$ cat src/rtl/seg7_scan_driver.sv
// Time-multiplexed seven-segment scan driver: latches packed hex nibbles, decodes them and
// drives one digit per prescaler slot, with guard cycles, leading-zero blanking and dp.
module seg7_scan_driver #(
    parameter int unsigned DIGITS     = 4,
    parameter int unsigned DIV_WIDTH  = 10,
    parameter int unsigned GUARD      = 2,
    parameter bit          ACTIVE_LOW = 1'b0,
    parameter bit          BLANK_LZ   = 1'b1
) (
    input  logic                  clk,
    input  logic                  reset,
    input  logic [4*DIGITS-1:0]   value,
    input  logic [DIGITS-1:0]     dp,
    input  logic                  load,
    input  logic                  display_en,
    output logic [6:0]            segments,
    output logic                  dp_out,
    output logic [DIGITS-1:0]     digit_en,
    output logic                  frame_tick
);

    localparam int unsigned IdxW = (DIGITS > 1) ? $clog2(DIGITS) : 1;

    logic [DIV_WIDTH-1:0] pre_q;
    logic [IdxW-1:0]      idx_q;
    logic [4*DIGITS-1:0]  shadow_val_q;
    logic [DIGITS-1:0]    shadow_dp_q;

    logic                 pre_wrap;
    logic                 idx_wrap;
    logic                 active;
    logic                 all_zero;
    logic [DIGITS-1:0]    lz_blank;
    logic [DIGITS-1:0]    en_oh;
    logic [3:0]           nib;
    logic                 blank_sel;
    logic                 dp_sel;
    logic [6:0]           seg_d;
    logic                 dp_d;
    logic [DIGITS-1:0]    en_d;

    function automatic logic [6:0] decode(input logic [3:0] n);
        logic [6:0] s;
        unique case (n)
            4'h0: s = 7'h3F;
            4'h1: s = 7'h06;
            4'h2: s = 7'h5B;
            4'h3: s = 7'h4F;
            4'h4: s = 7'h66;
            4'h5: s = 7'h6D;
            4'h6: s = 7'h7D;
            4'h7: s = 7'h07;
            4'h8: s = 7'h7F;
            4'h9: s = 7'h67;
            4'hA: s = 7'h77;
            4'hB: s = 7'h7C;
            4'hC: s = 7'h39;
            4'hD: s = 7'h5E;
            4'hE: s = 7'h79;
            4'hF: s = 7'h71;
        endcase
        return s;
    endfunction

    assign pre_wrap = &pre_q;
    assign idx_wrap = (idx_q == IdxW'(DIGITS - 1));

    always_comb begin
        all_zero  = 1'b1;
        lz_blank  = '0;
        en_oh     = '0;
        nib       = 4'h0;
        blank_sel = 1'b0;
        dp_sel    = 1'b0;
        // Walk from the most significant digit down so all_zero covers nibbles i..DIGITS-1.
        for (int i = int'(DIGITS) - 1; i >= 0; i--) begin
            all_zero    = all_zero & (shadow_val_q[4*i +: 4] == 4'h0);
            lz_blank[i] = all_zero && (i != 0);
        end
        for (int i = 0; i < int'(DIGITS); i++) begin
            if (idx_q == IdxW'(i)) begin
                en_oh[i]  = 1'b1;
                nib       = shadow_val_q[4*i +: 4];
                blank_sel = lz_blank[i];
                dp_sel    = shadow_dp_q[i];
            end
        end
    end

    always_comb begin
        active = display_en && (pre_q >= DIV_WIDTH'(GUARD));
        seg_d  = (active && !(BLANK_LZ && blank_sel)) ? decode(nib) : 7'h00;
        dp_d   = active & dp_sel;
        en_d   = active ? en_oh : '0;
    end

    always_ff @(posedge clk) begin
        if (reset) begin
            pre_q        <= '0;
            idx_q        <= '0;
            shadow_val_q <= '0;
            shadow_dp_q  <= '0;
            frame_tick   <= 1'b0;
            segments     <= {7{ACTIVE_LOW}};
            dp_out       <= ACTIVE_LOW;
            digit_en     <= {DIGITS{ACTIVE_LOW}};
        end else begin
            pre_q <= pre_q + 1'b1;
            if (pre_wrap) begin
                idx_q <= idx_wrap ? '0 : idx_q + 1'b1;
            end
            if (load) begin
                shadow_val_q <= value;
                shadow_dp_q  <= dp;
            end
            frame_tick <= pre_wrap && idx_wrap;
            segments   <= seg_d ^ {7{ACTIVE_LOW}};
            dp_out     <= dp_d ^ ACTIVE_LOW;
            digit_en   <= en_d ^ {DIGITS{ACTIVE_LOW}};
        end
    end

endmodule

$ cat config.mk
export PLATFORM = sky130hd
export DESIGN_NAME = seg7_scan_driver
export DESIGN_NICKNAME = d
export VERILOG_FILES = /design/src/rtl/seg7_scan_driver.sv
export SDC_FILE = /design/constraint.sdc
export NUM_CORES = 1
export LEC_CHECK = 0
export CORE_MARGIN = 1
export CORE_UTILIZATION = 56
export DETAILED_ROUTE_END_ITERATION = 6
export GPL_TIMING_DRIVEN = 0
export PLACE_DENSITY = 0.84
export RECOVER_POWER = 100
export SYNTH_ARGS = -nofsm -noshare
export SYNTH_HDL_FRONTEND = slang
export SYNTH_SLANG_ARGS = --single-unit
$ cat constraint.sdc
create_clock -name clk -period 3.1 [get_ports clk]
set_input_delay 0.465 -clock clk [delete_from_list [all_inputs] [get_ports clk]]
set_output_delay 0.465 -clock clk [all_outputs]
set_load 0.05 [all_outputs]
# Word level (Yosys, flattened, before mapping)
# Memories as Yosys holds them, arrays and structs flattened. A register that Yosys moved wholly into a read port is not among the register bits.
# Index checks and enable logic that the tools add are counted.
[totals] mem_count=1 inputBits=24 ff_bits=38 romBits=112 elab_cells=46 output_inout_bits=13
[mem_list] memory="(name not given)" depth=16 word_bits=7 rd=1 rd_ports_with_merged_regs=1 wr=0 line="44" source="unique case (n)"
[op_classes] reduce_logical=11 n_eq_ne=3 order_cmp=1 n_addsub=2 mux=16 bitwise_logic=5
[op_table] cell="$mux 4" n=4
[op_table] cell="$logic_not 4->1" n=3
[op_table] cell="$mux 1" n=11
[op_table] cell="$add 10x1->10 const B" n=1
[op_table] cell="$ge 10x2->1 const B" n=1
[op_table] cell="$reduce_and 10->1" n=1
[op_table] cell="$eq 2x2->1 const B" n=2
[op_table] cell="$reduce_or 2->1" n=2
[op_table] cell="$and 1x1->1" n=3
[op_table] cell="$logic_and 1x1->1" n=3
[op_table] cell="$add 2x1->2 const B" n=1
[op_table] cell="$eq 2x1->1 const B" n=1
[op_table] cell="$logic_not 2->1" n=1
[op_table] cell="$mux 2" n=1
[op_table] cell="$not 1->1" n=2
[op_table] cell="$logic_not 1->1" n=1

# Depth between registers and ports, before layout
# Gate-level depths: netlist of the first run.
[depth] depth_word=10 depth_mapped=11 mapped_depth_nobuf=10

# Worst setup path before layout of the first run
# OpenSTA, ideal clock, no wires.
[synth_path] path_kind="flip-flop to flip-flop" startpoint="reg idx_q[1]" endpoint="reg segments[4]" setup_ns=0.132 required_time_ns=2.968 arrival_time_ns=1.863 path_stages_with_launch=12 n_path_buf=1 setup_slack_ns=1.105 cell_sequence="dfxtp_1 -> inv_1 -> ha_1 -> buf_6 -> nand3b_1 -> a211oi_4 -> inv_1 -> ha_1 -> inv_1 -> mux2i_1 -> mux2i_1 -> nor2_1"
[synth_via] elab_chain_len=8 elab_cells_between_ends=15 classes_between="eq/ne: 3; mux: 7; bitwise: 1; reduce/logical: 4"
[synth_lines] item="from (decl)" line="25" source="logic [IdxW-1:0] idx_q;"
[synth_lines] item="from (signal assigned)" line="110" source="idx_q <= idx_wrap ? '0 : idx_q + 1'b1;"
[synth_lines] item="$eq 2x1->1" line="81" source="if (idx_q == IdxW'(i)) begin"
[synth_lines] item="$mux 1 (3 in a row)" line="81"
[synth_lines] item="$logic_not 1->1" line="92" source="seg_d = (active && !(BLANK_LZ && blank_sel)) ? decode(nib) : 7'h00;"
[synth_lines] item="$logic_and 1x1->1" line="92"
[synth_lines] item="$not 1->1 (no line)"
[synth_lines] item="$reduce_or 2->1 (no line)"
[synth_lines] item="to (decl)" line="16" source="output logic [6:0] segments,"
# Several ways; a longest one is shown, not always the timed one.
# A chain may end at the register's enable or synchronous reset.

# Worst setup path after layout of the first run
[layout_path] startpoint="reg pre_q[2]" endpoint="reg segments[2]"
[layout_via] elab_chain_len=5
[layout_lines] item="from (decl)" line="24" source="logic [DIV_WIDTH-1:0] pre_q;"
[layout_lines] item="from (signal assigned)" line="108" source="pre_q <= pre_q + 1'b1;"
[layout_lines] item="$ge 10x2->1" line="91" source="active = display_en && (pre_q >= DIV_WIDTH'(GUARD));"
[layout_lines] item="$logic_and 1x1->1" line="91"
[layout_lines] item="$logic_and 1x1->1" line="92"
[layout_lines] item="$not 1->1 (no line)"
[layout_lines] item="$reduce_or 2->1 (no line)"
# Every way passes these cells.

==> results.yml, run 1 <==
status:
  status: "finished, final reports clean"
sta:
  fin_hold_ws_ps: 478
  slew-limit-headroom_pct: 41.8
  hold_viol: 0
  finalSetupViolCount: 0
  rsz0062_at_grt: "no"
  period_needed_ps: 2350
  fmax_mhz: 426
  clock_skew_ps: 6.94
  layout_worst_path_cycle_share_pct: 75.8
  drv_slew: 0
  worst_slew_pin_slew_ps: 863
  setup_tns_ps: 0
placement:
  place.gp.congestion: 0.818
  hpwl_um: 3020
  place_area_um2: 2560
  io_buffer_count: 34
power_and_ir_drop:
  p_leak_nw: 1.13
  vdd_drop_max_mv: 0.381
  power_density_nw_per_um2: 467
grt:
  grt_pass1_vias: 1499
  grt_overflow: 0
  grt_max_degree: 14
  grt_usage_pct: 22.1
  antenna_found_initial: 0
  grt_pass1_wl_um: 6960
clock_network:
  htreeDepth: 2
  cts_buffers: 5
  cts_hold_buf: 0
  cts_tree: "done"
  post_cts_resized: 0
  clk_latency_ps: 300
  clockBufferDepth: 2
  cts.clk_slew.worst_paths_ps: 80
  cts_setup_buffers: 0
  cts-root-buf: "clkbuf_8"
  cts_sinks: 45
logic_synthesis:
  synth-edff-count: 0
  synth_commonest_cells: "45 x dfxtp_1, 36 x nor2_1, 23 x mux2i_1, 15 x nand2_1, 13 x ha_1"
  yosysMostFrequentCell: "dfxtp_1"
  synth.distinct_cells: 42
  synth_cells: 227
  syn_area_um2: 2160
  avgSynthCellArea_um2: 9.52
  synth_warnings: 0
  synth_nets: 264
  seq_area_frac_synth_pct: 41.7
  yosysTopAreaCellShare_pct: 41.7
  synthArstFlopShare_pct: 0
  yosys-top-cells-area: "dfxtp_1 42%, mux2i_1 11%, ha_1 7.5%, nor2_1 6.3%, nand2_1 2.6%"
  yosys.area.top_type: "dfxtp_1"
  ys.flop_type: "dfxtp_1"
  ys_ff_latch: 45
floorplan:
  io_pins: 37
  fp.dieW_um: 64.1
  initial_core_util_pct: 58.6
  num_rows: 22
  die_h_um: 64.1
  die_area_um2: 4110
  core-area_um2: 3690
worst_setup_path:
  critPathMaxStageDelay_ps: 690
  cp_common_cell: "a311oi_1"
  cp_num_buf_inv: 1
  worst_ep_required_time_ps: 3300
  cp-end-kind: "flop"
  worstPathCellList: "clkbuf_1 > nor4_1 > a311oi_1 > o21ai_0 > a311oi_1"
  path_delay_family: "compound AO/OA/AOI/OAI gates"
  worstSetupPathType: "reg -> reg"
  cp_max_fo: 8
  crit_path_start_kind: "flop"
  arrival_ps: 2550
  crit_slowest_cell: "a311oi_1"
cells_and_area:
  final_area_um2: 2650
  nets: 305
  area_delta_synth_final_pct: 22.5
  drive_gt1_share_pct: 7.06
  fin_util_pct: 71.8
  diodes: 0
route:
  avgViaCountPerCell: 5.18
  routedWlPerCell_um: 13.0
  drt_wl_total_um: 4110
  final_antenna_net_count: 0
  drtIter0Drc: 120
  vias: 1642
  drt-pass1-iter-count: 4
  drc_errors: 0
run:
  cap_viol_max_count: 0
hold_path:
  worstHoldPathType: "reg -> reg"
[cell families (layout without fill, tap and decap cells)]
group                    after synthesis  after routing  share of synthesized area [%]
AND/OR/NAND/NOR                       91             91                           21.5
flip-flops                            45             45                           41.7
AO/OA/AOI/OAI                         28             28                           10.8
multiplexers                          24             24                           11.3
buffers and inverters                 19             61                           4.34
adder cells (fa/ha/maj)               13             13                           7.52
XOR/XNOR                               7              7                           2.84
[state kept, by name, indices dropped and copies added, names as in the netlist]
name          cells
idx_q             2
digit_en          4
pre_q            10
dp_out            1
frame_tick        1
segments          7
shadow_dp_q       4
shadow_val_q     16
[layout make-up]
type | instances | area (um^2)
multi-input combinational | 163 | 1140
fill | 283 | 1040
sequential | 45 | 901
timing repair buffer | 34 | 340
clock buffer | 7 | 86.3
buffer | 12 | 63.8
tap | 48 | 60.1
clock inverter | 1 | 30.0
inverter | 7 | 26.3
[worst paths after layout]
kind / startpoint / endpoint / slack [ps] / depth (start not counted)
setup / recovery: pre_q[2] / segments[2] / 750 / 5
hold / removal: pre_q[0] / pre_q[0] / 480 / 1
setup reg to reg: pre_q[2] / segments[2] / 750 / 5
hold reg to reg: pre_q[0] / pre_q[0] / 480 / 1
[where the power goes]
part / switching [W] / internal (W)
combinational: 0.0000893 / 0.0000766
sequential: 0.0000154 / 0.000603
clock: 0.000190 / 0.000263
total: 0.000294 / 0.000942
[layer usage]
metal  track usage (%)  up-vias  routed length (um)
li1                  -      861                   -
met1              28.5      724                1900
met2              35.6       49                1890
met3              5.54        8                 242
met4              8.33        0                  77
met5                 0        -                   0
[through the flow]
step / setup slack, ps / cells / power (W)
2_1_floorplan: 1100 / 227 / 0.000741
3_3_place_gp: 915 / 309 / 0.000799
3_5_place_dp: 839 / 309 / 0.000803
4_1_cts: 806 / 317 / 0.00125
5_1_grt: 443 / 317 / 0.00129
6_report: 751 / 317 / 0.00124
[cell usage in the layout (no fill, tap or decap), drive strengths merged, types with 5 or more instances in the layout]
cell type / instances
mux2i: 23
nand3: 6
nor2b: 5
a21oi: 7
a211oi: 5
nand2: 15
nor4: 5
and2: 5
dlygate4sd3: 13
dfxtp: 45
clkdlybuf4s50: 21
clkbuf: 14
o21ai: 6
nor2: 37
ha: 13
xor2: 5
inv: 7
buf: 5
Power figures use the tool's default switching activity.
==> run 2: changes to the inputs <==
- CORE_UTILIZATION: 56 -> 52
- PLACE_DENSITY: 0.84 -> 0.79
- clock period: 3.1 -> 2.26 ns (I/O delays scaled with it)
==> run 2 against run 1 <==
Compared with the run above:
- global-route usage shrank 0.31 points
- sequential share of layout area shrank 0.46 points
- largest cell class unchanged
- highest routed layer unchanged
- sequential power grew 37%
- non-clock buffer count grew 5
- via count grew 1.7%
- utilization shrank 4.3 points
- fmax grew 7.0%
==> results.yml, run 2 (synthesis results as in run 1) <==
floorplan:
  io_pins: 37
  fp.dieW_um: 66.5
  die_area_um2: 4420
  core-area_um2: 4000
  num_rows: 23
  die_h_um: 66.5
  initial_core_util_pct: 54.1
grt:
  grt_overflow: 0
  grt_usage_pct: 21.8
  grt_pass1_wl_um: 7110
  grt_pass1_vias: 1561
  grt_max_degree: 14
  antenna_found_initial: 0
cells_and_area:
  final_common_cell: "dfxtp_1"
  largest_reg_flops: 16
  final_area_um2: 2700
  area_delta_synth_final_pct: 24.9
  fillers: 338
  nets: 310
  reg.largest.list: "shadow_val_q x16, pre_q x10, segments x7"
  final_cell_mix: "43 x dfxtp_1, 36 x nor2_1, 23 x mux2i_1, 21 x clkdlybuf4s50_1, 15 x nand2_1"
  drive_gt1_share_pct: 12.4
  diodes: 0
  regMostFlops: "shadow_val_q"
route:
  vias: 1670
  drt-pass1-iter-count: 4
  drt_wl_total_um: 4240
  avgViaCountPerCell: 5.15
  drc_errors: 0
  final_antenna_net_count: 0
  routedWlPerCell_um: 13.1
  drtIter0Drc: 114
power_and_ir_drop:
  p_leak_nw: 1.15
  power.total_w: 0.00157
  power_density_nw_per_um2: 581
  vdd_drop_max_mv: 0.480
clock_network:
  cts_buffers: 5
  clk_latency_ps: 300
  cts.clk_slew.worst_paths_ps: 80
  cts_sinks: 45
  cts_tree: "done"
  cts-root-buf: "clkbuf_8"
  htreeDepth: 2
  clockBufferDepth: 2
  cts_hold_buf: 0
sta:
  fmax_mhz: 455
  hold_viol: 0
  worst_slew_pin_slew_ps: 731
  slew-limit-headroom_pct: 51.2
  layout_worst_path_cycle_share_pct: 97.2
  finalSetupViolCount: 0
  clock_skew_ps: 7.25
  drv_slew: 0
  period_needed_ps: 2200
  setup_tns_ps: 0
run:
  cap_viol_max_count: 0
worst_setup_path:
  worstSetupPathType: "reg -> reg"
  crit_path_start_kind: "flop"
  worst_ep_required_time_ps: 2420
  cp-end-kind: "flop"
  arrival_ps: 2360
  cp_max_fo: 10
placement:
  place.gp.congestion: 0.845
  hpwl_um: 3050
  place_area_um2: 2560
  io_buffer_count: 34
status:
  status: "finished, final reports clean"
hold_path:
  worstHoldPathType: "in -> reg"
[run 2: cell types whose count changed in the layout (fill, tap and decap cells not counted), sizes merged]
cell / delta
clkinvlp: +1
bufinv: -1
buf: +5
[run 2: final timing paths]
kind         startpoint           to  slack [ps]  cells after the start
max            idx_q[1]  segments[3]          60                      9
min               reset     idx_q[0]         380                      2
max reg2reg    idx_q[1]  segments[3]          60                      9
min reg2reg    pre_q[0]     pre_q[0]         490                      1
[run 2: stage by stage]
stage	hold slack (ps)	util (%)	instances	worst slack (ps)
6_report	381	67.5	324	64.3
5_1_grt	405	67.5	324	-45.1
4_1_cts	381	66.8	322	17.7
3_5_place_dp	473	64.1	311	24.4
3_3_place_gp	458	64.1	311	67.4
2_1_floorplan	441	-	227	265
[run 2: report_power, final]
part | internal [W] | total, W | switching, W
combinational | 0.000113 | 0.000241 | 0.000127
sequential | 0.000826 | 0.000847 | 0.0000212
clock | 0.000219 | 0.000481 | 0.000262
[run 2: layer usage]
layer / track usage, % / part of all wire (%)
met5: 0 / 0
met4: 8.78 / 1.7
met3: 6.85 / 4.3
met2: 35.3 / 48
met1: 26.7 / 46
[run 2: cell type report]
cell class | instances | area [um^2] | share of cell area [%]
well taps | 50 | 62.6 | 2.32
clock buffers | 7 | 76.3 | 2.83
flip-flops and latches | 45 | 906 | 33.5
multi-input cells | 163 | 1180 | 43.6
clock inverters | 1 | 7.51 | 0.278
inverters | 7 | 26.3 | 0.973
repair buffers | 39 | 378 | 14.0
plain buffers | 12 | 66.3 | 2.46
[run 2: worst max-delay path: stages (launching register included)]
cell and delay (ps):
dfxtp_2 350, inv_1 60, ha_2 180, buf_6 130
nand3b_1 210, a211oi_4 400, buf_4 170, ha_1 250
o211ai_1 190, a21oi_1 100
[run 2: repair_timing]
| action | CTS | global route |
|---|---|---|
| pin swaps | 1 | 3 |
| gates cloned | 0 | 0 |
| buffers inserted | 3 | 2 |
| resized for setup | 1 | 12 |
| setup endpoints to repair | 1 | 7 |
==> run 3: changes to the inputs <==
- PLACE_DENSITY: 0.79 -> 0.89
==> run 3 against run 2 <==
Compared with the run above:
- wire length increased by 9.2%
- via count increased by 5.7%
- total power increased by 8.6%
- die area unchanged
- global-route usage increased by 2.2 points
- clock skew increased by 1.2 ps
- flip-flop and latch count unchanged
- register-to-register slack improved by 70 ps
- setup slack improved by 72 ps
- utilization increased by 0.88 points
- combinational power increased by 2%
==> results.yml, run 3 (synthesis results as in run 1) <==
status:
  status: "finished, final reports clean"
clock_network:
  cts_sinks: 45
  cts.clk_slew.worst_paths_ps: 80
  cts_tree: "done"
  cts_buffers: 5
  cts-root-buf: "clkbuf_8"
  htreeDepth: 2
  clockBufferDepth: 2
  clk_latency_ps: 310
  cts_hold_buf: 0
worst_setup_path:
  worstSetupPathType: "reg -> reg"
  crit_slowest_cell: "dfxtp_4"
  cp_num_buf_inv: 3
  rr_worst_depth: 10
  cp_max_fo: 10
  cp-end-kind: "flop"
  worstPathCellList: "inv_1 > ha_1 > buf_4 > nor3b_2 > a211o_1 > inv_2 > ha_2 > nor2_1 > a211oi_2 > nor3_1"
  crit_path_start_kind: "flop"
  path_delay_family: "compound AO/OA/AOI/OAI gates"
  cp.depth: 10
  critPathMaxStageDelay_ps: 370
  worst_ep_required_time_ps: 2430
  arrival_ps: 2290
power_and_ir_drop:
  pwr-share-comb_pct: 14.3
  p_seq_share_pct: 49.8
  power_frac_clock_pct: 35.9
  p_switching_w: 0.000434
  power_density_nw_per_um2: 623
  internal_power_w: 0.00127
  p_leak_nw: 1.16
  power.total_w: 0.00170
  vdd_drop_max_mv: 0.462
  swShare_pct: 25.5
cells_and_area:
  diodes: 0
  area_delta_synth_final_pct: 26.5
  drive_gt1_share_pct: 13.5
  final_area_um2: 2740
  largest_reg_flops: 16
  reg.largest.list: "shadow_val_q x16, pre_q x10, segments x7"
  fillers: 322
  final_cell_mix: "43 x dfxtp_1, 36 x nor2_1, 23 x mux2i_1, 21 x clkdlybuf4s50_1, 15 x nand2_1"
  nets: 311
  regMostFlops: "shadow_val_q"
  final_common_cell: "dfxtp_1"
grt:
  grt_pass1_wl_um: 7810
  antenna_found_initial: 0
  grt_pass1_vias: 1697
  grt_max_degree: 16
  grt_usage_pct: 24.1
  grt_overflow: 0
route:
  drtIter0Drc: 213
  final_antenna_net_count: 0
  vias: 1765
  drc_errors: 0
  routedWlPerCell_um: 14.2
  drt-pass1-iter-count: 4
  drt_wl_total_um: 4620
  avgViaCountPerCell: 5.43
placement:
  place_area_um2: 2560
  pre_cts_slack_ps: 3.55
  place.gp.congestion: 0.865
  hpwl_um: 3270
  io_buffer_count: 34
run:
  cap_viol_max_count: 0
sta:
  finalSetupViolCount: 0
  fmax_mhz: 471
  clock_skew_ps: 8.41
  final.setup.worst_slack_ps: 137
  fin_hold_ws_ps: 379
  hold_viol: 0
  slew-limit-headroom_pct: 51.0
  worst_slew_pin_slew_ps: 734
  drv_slew: 0
  layout_worst_path_cycle_share_pct: 94.0
  period_needed_ps: 2120
hold_path:
  hold_depth: 2
  worstHoldPathType: "in -> reg"
floorplan:
  die_area_um2: 4420
  num_rows: 23
  io_pins: 37
  die_h_um: 66.5
  core-area_um2: 4000
  fp.dieW_um: 66.5
  initial_core_util_pct: 54.1
[run 3: layer usage]
metal / share of wire (%) / track usage (%)
met2: 50 / 39.0
met5: 0 / 0
met1: 40 / 27.9
met3: 5.2 / 6.51
met4: 4.2 / 14.9
[run 3: stage by stage]
stage          utilization [%]  std cells  setup TNS (ps)
2_1_floorplan                -        227               0
3_3_place_gp              64.1        311               0
3_5_place_dp              64.1        311               0
4_1_cts                   67.6        322               0
5_1_grt                   68.4        325           -52.9
6_report                  68.4        325               0
[run 3: cell type report]
class / count / area (um^2) / share of cell area (%)
Clock inverter: 3 / 46.3 / 1.69
Multi-Input combinational cell: 163 / 1180 / 43.0
Clock buffer: 5 / 68.8 / 2.52
Inverter: 7 / 26.3 / 0.961
Timing Repair Buffer: 40 / 382 / 14.0
Tap cell: 50 / 62.6 / 2.29
Sequential cell: 45 / 906 / 33.1
Buffer: 12 / 66.3 / 2.42
[run 3: final timing paths]
kind | startpoint | endpoint | slack (ps)
max | idx_q[0] | segments[6] | 140
min | reset | idx_q[0] | 380
max reg2reg | idx_q[0] | segments[6] | 140
min reg2reg | pre_q[0] | pre_q[0] | 490
[run 3: timing repair]
item | 4_1_cts | 5_1_grt
endpoints found under the setup margin | 3 | 7
gates resized for setup | 0 | 14
pin swaps | 2 | 3
setup buffers | 3 | 3
hold endpoints to repair | 0 | 0
[run 3: power groups by stage]
stage | clock network [W] | logic [W] | registers, W
2_1_floorplan | 0 | 0.000122 | 0.000895
3_3_place_gp | 0 | 0.000228 | 0.000866
3_5_place_dp | 0 | 0.000235 | 0.000868
4_1_cts | 0.000625 | 0.000242 | 0.000850
5_1_grt | 0.000665 | 0.000269 | 0.000854
6_report | 0.000611 | 0.000245 | 0.000849
[run 3: worst register-to-register path: stages, from the launching register on]
cell and delay [ps]:
dfxtp_4 370, inv_1 60, ha_1 230, buf_4 190
nor3b_2 170, a211o_1 330, inv_2 110, ha_2 200
nor2_1 70, a211oi_2 200, nor3_1 70
